File: src/rtl/spad_loader_pkg.sv
// Shared types and defaults for the PE scratchpad loader.
// State encoding plus the default scratchpad geometry.
package spad_loader_pkg;

    localparam int DATA_WIDTH_DEF = 16;
    localparam int SPAD_DEPTH_DEF = 12;
    localparam int ADDR_WIDTH_DEF = $clog2(SPAD_DEPTH_DEF);
    localparam int CNT_WIDTH_DEF  = $clog2(SPAD_DEPTH_DEF + 1);

    typedef enum logic [1:0] {
        ST_IDLE  = 2'd0,
        ST_LOAD  = 2'd1,
        ST_DRAIN = 2'd2,
        ST_DONE  = 2'd3
    } state_t;

endpackage

File: src/rtl/spad_loader_if.sv
// FIFO read port and scratchpad write port seen by the loader.
// The master side pops the FIFO and drives the scratchpad write.
interface spad_loader_if #(
    parameter int DATA_WIDTH = 16,
    parameter int ADDR_WIDTH = 4
);
    logic                  fifo_empty;
    logic [DATA_WIDTH-1:0] fifo_read_data;
    logic                  fifo_read_en;
    logic                  spad_write_en;
    logic [ADDR_WIDTH-1:0] spad_write_addr;
    logic [DATA_WIDTH-1:0] spad_write_data;

    modport master (
        input  fifo_empty,
        input  fifo_read_data,
        output fifo_read_en,
        output spad_write_en,
        output spad_write_addr,
        output spad_write_data
    );

    modport slave (
        output fifo_empty,
        output fifo_read_data,
        input  fifo_read_en,
        input  spad_write_en,
        input  spad_write_addr,
        input  spad_write_data
    );
endinterface

File: src/rtl/spad_loader.sv
// Drains a FWFT FIFO into a PE scratchpad: len words from base_addr, wrapping.
// Latency: pop to spad write is 1 cycle; done pulses the cycle after the final write.
// Backpressure: empty FIFO or hold stalls pops; abort squashes and returns to idle.
module spad_loader
    import spad_loader_pkg::*;
#(
    parameter  int DATA_WIDTH = DATA_WIDTH_DEF,
    parameter  int SPAD_DEPTH = SPAD_DEPTH_DEF,
    localparam int ADDR_WIDTH = $clog2(SPAD_DEPTH),
    localparam int CNT_WIDTH  = $clog2(SPAD_DEPTH + 1)
) (
    input  logic                 clk,
    input  logic                 rst,
    input  logic                 start,
    input  logic                 abort,
    input  logic                 hold,
    input  logic [CNT_WIDTH-1:0] len,
    input  logic [ADDR_WIDTH-1:0] base_addr,
    spad_loader_if.master        bus,
    output logic                 busy,
    output logic                 done,
    output logic [CNT_WIDTH-1:0] zero_cnt
);

    localparam logic [CNT_WIDTH-1:0]  DEPTH_C   = CNT_WIDTH'(SPAD_DEPTH);
    localparam logic [ADDR_WIDTH-1:0] LAST_ADDR = ADDR_WIDTH'(SPAD_DEPTH - 1);

    state_t                state;
    logic [ADDR_WIDTH-1:0] addr;
    logic [CNT_WIDTH-1:0]  remaining;
    logic [CNT_WIDTH-1:0]  len_eff;
    logic [ADDR_WIDTH-1:0] base_eff;
    logic [31:0]           base_wide;
    logic                  pop;

    // Out-of-range lengths and base addresses are folded back into the scratchpad.
    assign len_eff   = (len > DEPTH_C) ? DEPTH_C : len;
    assign base_wide = {{(32 - ADDR_WIDTH){1'b0}}, base_addr};
    assign base_eff  = ADDR_WIDTH'(base_wide % 32'(SPAD_DEPTH));

    assign bus.fifo_read_en = (state == ST_LOAD) && (remaining != '0) && !hold && !abort;
    assign pop              = bus.fifo_read_en && !bus.fifo_empty;

    always_ff @(posedge clk) begin
        if (rst) begin
            state               <= ST_IDLE;
            addr                <= '0;
            remaining           <= '0;
            busy                <= 1'b0;
            done                <= 1'b0;
            zero_cnt            <= '0;
            bus.spad_write_en   <= 1'b0;
            bus.spad_write_addr <= '0;
            bus.spad_write_data <= '0;
        end else begin
            bus.spad_write_en <= 1'b0;
            done              <= 1'b0;
            case (state)
                ST_IDLE: begin
                    if (start) begin
                        addr      <= base_eff;
                        remaining <= len_eff;
                        zero_cnt  <= '0;
                        if (len_eff == '0) begin
                            state <= ST_DONE;
                            done  <= 1'b1;
                        end else begin
                            state <= ST_LOAD;
                            busy  <= 1'b1;
                        end
                    end
                end
                ST_LOAD: begin
                    if (abort) begin
                        state     <= ST_IDLE;
                        busy      <= 1'b0;
                        remaining <= '0;
                    end else if (pop) begin
                        bus.spad_write_en   <= 1'b1;
                        bus.spad_write_addr <= addr;
                        bus.spad_write_data <= bus.fifo_read_data;
                        addr      <= (addr == LAST_ADDR) ? '0 : addr + ADDR_WIDTH'(1);
                        remaining <= remaining - CNT_WIDTH'(1);
                        if (bus.fifo_read_data == '0 && zero_cnt != DEPTH_C)
                            zero_cnt <= zero_cnt + CNT_WIDTH'(1);
                        if (remaining == CNT_WIDTH'(1))
                            state <= ST_DRAIN;
                    end
                end
                ST_DRAIN: begin
                    // The last word's write is on the bus this cycle.
                    busy <= 1'b0;
                    if (abort) begin
                        state <= ST_IDLE;
                    end else begin
                        state <= ST_DONE;
                        done  <= 1'b1;
                    end
                end
                ST_DONE: begin
                    state <= ST_IDLE;
                end
                default: begin
                    state <= ST_IDLE;
                end
            endcase
        end
    end

endmodule

File: src/flat_wrapper.sv
// flat-port wrapper written by rule: the top's interface ports become plain ports
module spad_loader_flat import spad_loader_pkg::*;
#(
    parameter  int DATA_WIDTH = DATA_WIDTH_DEF,
    parameter  int SPAD_DEPTH = SPAD_DEPTH_DEF,
    localparam int ADDR_WIDTH = $clog2(SPAD_DEPTH),
    localparam int CNT_WIDTH  = $clog2(SPAD_DEPTH + 1)
)
  (clk, rst, start, abort, hold, len, base_addr, busy, done, zero_cnt, bus_fifo_empty, bus_fifo_read_data, bus_fifo_read_en, bus_spad_write_en, bus_spad_write_addr, bus_spad_write_data);
  spad_loader_if #(.DATA_WIDTH(DATA_WIDTH), .ADDR_WIDTH((4))) bus_i ();
  input  logic clk;
  input  logic rst;
  input  logic start;
  input  logic abort;
  input  logic hold;
  input  logic [CNT_WIDTH-1:0] len;
  input  logic [ADDR_WIDTH-1:0] base_addr;
  output logic busy;
  output logic done;
  output logic [CNT_WIDTH-1:0] zero_cnt;
  input wire logic [$bits(bus_i.fifo_empty)-1:0] bus_fifo_empty;
  input wire logic [$bits(bus_i.fifo_read_data)-1:0] bus_fifo_read_data;
  output wire logic [$bits(bus_i.fifo_read_en)-1:0] bus_fifo_read_en;
  output wire logic [$bits(bus_i.spad_write_en)-1:0] bus_spad_write_en;
  output wire logic [$bits(bus_i.spad_write_addr)-1:0] bus_spad_write_addr;
  output wire logic [$bits(bus_i.spad_write_data)-1:0] bus_spad_write_data;
  assign bus_i.fifo_empty = bus_fifo_empty;
  assign bus_i.fifo_read_data = bus_fifo_read_data;
  assign bus_fifo_read_en = bus_i.fifo_read_en;
  assign bus_spad_write_en = bus_i.spad_write_en;
  assign bus_spad_write_addr = bus_i.spad_write_addr;
  assign bus_spad_write_data = bus_i.spad_write_data;
  spad_loader #(.DATA_WIDTH(DATA_WIDTH), .SPAD_DEPTH(SPAD_DEPTH)) u_core (.clk(clk), .rst(rst), .start(start), .abort(abort), .hold(hold), .len(len), .base_addr(base_addr), .bus(bus_i), .busy(busy), .done(done), .zero_cnt(zero_cnt));
endmodule
File: config.mk
export PLATFORM = sky130hd
export DESIGN_NAME = spad_loader_flat
export DESIGN_NICKNAME = d
export VERILOG_FILES = /design/src/rtl/spad_loader_pkg.sv /design/src/rtl/spad_loader_if.sv /design/src/rtl/spad_loader.sv /design/src/flat_wrapper.sv
export SDC_FILE = /design/constraint.sdc
export NUM_CORES = 1
export LEC_CHECK = 0
export CORE_ASPECT_RATIO = 1.25
export CORE_MARGIN = 2
export CORE_UTILIZATION = 30
export CTS_CLUSTER_DIAMETER = 30
export DETAILED_ROUTE_END_ITERATION = 10
export HOLD_SLACK_MARGIN = 0.03
export PLACE_DENSITY = 0.61
export SLEW_MARGIN = 25
export SYNTH_ARGS = -nofsm -noshare
export SYNTH_HDL_FRONTEND = slang
export SYNTH_SLANG_ARGS = --single-unit
File: constraint.sdc
create_clock -name clk -period 2.9 [get_ports clk]
set_clock_uncertainty 0.15 [all_clocks]
set_input_delay 0.29 -clock clk [delete_from_list [all_inputs] [get_ports clk]]
set_output_delay 0.29 -clock clk [all_outputs]
set_load 0.005 [all_outputs]
==> run_results.csv <==
group,metric,value,unit
status,status,"completed",
cells_and_area,multi_input_area,1110,um^2
timing,tns,0,ns
floorplanning,core,6250,um^2
cells_and_area,final_cell_mix,"57 x clkdlybuf4s50_1, 42 x nand2_1, 37 x dfxtp_1, 32 x a21oi_1, 17 x inv_1",
timing,finalMaxSlewViolations,0,
detailed_routing,drc,0,
logic_synthesis,synth_edf_count,0,
critical_path,cp-start-kind,"flop",
pwr,pwr_density_cell,478,nW/um^2
logic_synthesis,synth.cell_area,1960,um^2
clocking,cts_num_sinks,37,
job,drv_cap,0,
global_route,grt_max_degree,33,
critical_path,r2r-end,"u_core.zero_cnt[0]",
timing,final-setup-viol-count,0,
logic_synthesis,yosysSeqAreaShare,0.378,
cells_and_area,design_area,2710,um^2
pwr,p_leak,0.948,nW
logic_synthesis,ys_ff_latch,37,
logic_synthesis,avgSynthCellArea,8.07,um^2
clocking,clk_pin_slew,0.07,ns
floorplanning,die_area,7200,um^2
global_route,grt_usage,0.151,
cells_and_area,register_area,741,um^2
cells_and_area,diodes,0,
critical_path,end_kind,"output pin",
pwr,irDropWorstVdd,0.224,mV
floorplanning,dieWidth,76.3,um
min_path,hp-class,"reg2reg",
min_path,whs_path_depth,2,
detailed_routing,vias_per_cell,5.16,
detailed_routing,drt_iter0_markers,89,
critical_path,crit_type,"reg2out",
logic_synthesis,synth_flop_cell,"dfxtp_1",
critical_path,cp_max_fo,15,
critical_path,worstRegToRegCells,6,
timing,hold-worst-slack,0.304,ns
critical_path,path_delay_family,"buffers and inverters",
critical_path,slowest_stage,"clkdlybuf4s50_1",
floorplanning,start_util,0.314,
cells_and_area,drive_gt1_frac,0.0667,
pwr,finalPower,1.30,mW
cells_and_area,area_delta_synth_final,38.1,%
min_path,holdPathEnd,"u_core.bus.spad_write_data[11]",
floorplanning,std_cell_rows,32,
timing,grt_setup_unrepaired,"no",
clocking,cts_tree,"yes",
clocking,cts.path.max_buffers,2,
critical_path,path_buf_inv,2,
min_path,hp-start,"u_core.bus.spad_write_data[11]",
detailed_routing,vias,1985,
placed_design,placed_cell_area,2620,um^2
detailed_routing,ant_nets,0,
critical_path,r2r_start,"u_core.state[1]",
detailed_routing,drt-total-wl,5.44,mm
global_route,grt_pass1_wl,8.78,mm
timing,setup_ws,0.344,ns
clocking,root_buffer,"clkbuf_8",
detailed_routing,firstDrtPassIters,4,
clocking,cts_hold_buf,0,
placed_design,placed_cells,377,
placed_design,post-place-ws,0.428,ns
clocking,clock_latency,0.29,ns
critical_path,slowest_delay,0.54,ns
floorplanning,die-height,94.4,um
detailed_routing,avgRoutedWirePerCell,14.1,um
logic_synthesis,synth_top_area_frac,0.378,
timing,worstMarginPinSlew,0.551,ns
logic_synthesis,netlist_top_cells_area,"dfxtp_1 38%, a21oi_1 8.2%, nand2_1 8.0%",
placed_design,place.gp.congestion,0.886,
cells_and_area,instances_no_fill,385,
critical_path,r2r_slack,0.53,ns
timing,max_freq,391,MHz
timing,slew_headroom,0.629,
cells_and_area,nFillCells,658,
timing,hold_viol,0,
logic_synthesis,syn_nets,283,
logic_synthesis,yosys.area.top_type,"dfxtp_1",
global_route,antenna_found_initial,0,
placed_design,io_buffers,57,
floorplanning,pin_count,58,
timing,finalCritPeriodShare,0.881,
logic_synthesis,syn_inst,243,
clocking,cts_htree_levels,2,
critical_path,cp.required,2.46,ns
critical_path,worstPathArrival,2.12,ns
cells_and_area,utilization,0.433,
placed_design,post-dp-hpwl,3.96,mm
timing,finalCriticalPeriod,2.56,ns
clocking,cts_made_buffers,5,
logic_synthesis,async_reset_ff_frac,0,
cells_and_area,final_common_cell,"clkdlybuf4s50_1",
logic_synthesis,yosysWarnings,0,
cells_and_area,nets,339,
global_route,grt_pass1_vias,1898,
global_route,grt_overflow,0,
critical_path,crit_chain,"inv_1, ha_2, nand2b_1, nor3_1, clkdlybuf4s50_1",
logic_synthesis,synth_cell_type_count,51,
how the worst max path moves through the flow:
stage,start,end,cells after the start
floorplan,u_core.state[1],u_core.zero_cnt[0],6
global placement,u_core.state[1],u_core.zero_cnt[0],6
detailed placement,u_core.state[1],u_core.zero_cnt[0],6
CTS,u_core.state[1],bus_fifo_read_en,5
global route,u_core.state[1],bus_fifo_read_en,5
finish,u_core.state[1],bus_fifo_read_en,5
worst min-delay path, stage by stage (launching register included):
cell and delay [ns]:
dfxtp_1 0.31, nand2_1 0.05, a21oi_1 0.05
synthesized netlist by cell type, types with 3 or more instances:
| library cell | number |
|---|---|
| nand2_1 | 42 |
| dfxtp_1 | 37 |
| a21oi_1 | 32 |
| inv_1 | 17 |
| ha_1 | 10 |
| clkbuf_1 | 9 |
| nor2_1 | 9 |
| nand3_1 | 7 |
| nor3_1 | 7 |
| nand2b_1 | 5 |
| o211ai_1 | 5 |
| a211oi_1 | 4 |
| o21ai_0 | 4 |
| buf_2 | 3 |
| o32ai_1 | 3 |
registers in the layout, indices dropped and copies added (netlist names), 2 cells and up:
name and flops:
u_core.state 2, u_core.bus.spad_write_addr 4, u_core.remaining 4, u_core.zero_cnt 4, u_core.addr 4, u_core.bus.spad_write_data 16
timing repair:
| action | 4_1_cts | 5_1_grt |
|---|---|---|
| buffers inserted | 0 | 0 |
| hold endpoints to repair | 0 | 0 |
| endpoints found under the setup margin | 0 | 1 |
| resized for setup | 0 | 1 |
where the power goes:
group / internal, mW / switching, mW / leakage, nW
Clock: 0.166 / 0.190 / 0.0439
Sequential: 0.542 / 0.0387 / 0.300
Combinational: 0.162 / 0.197 / 0.604
Total: 0.870 / 0.425 / 0.948
cell families (layout without fill, tap and decap cells):
kind of cell | after synthesis | after routing | share of synthesized area
adder cells (fa/ha/maj) | 10 | 10 | 0.0638
buffers and inverters | 29 | 86 | 0.0574
multiplexers | 2 | 2 | 0.0102
flip-flops | 37 | 37 | 0.378
AND/OR/NAND/NOR | 97 | 97 | 0.264
AO/OA/AOI/OAI | 68 | 68 | 0.227
layout make-up:
class	count	share of cell area
Multi-Input combinational cell	177	0.410
Sequential cell	37	0.274
Timing Repair Buffer	61	0.222
Tap cell	85	0.0393
Clock buffer	5	0.0254
Inverter	17	0.0236
Clock inverter	3	0.00647
metal layers:
layer  global-route usage  wire length [um]  vias up
met1                0.180              2340      911
met2                0.254              2610       78
met4               0.0697               126        0
li1                     -                 -      984
met5                    0                 0        -
met3               0.0421               362       12
Note: power is estimated with default switching activity, not from simulation.
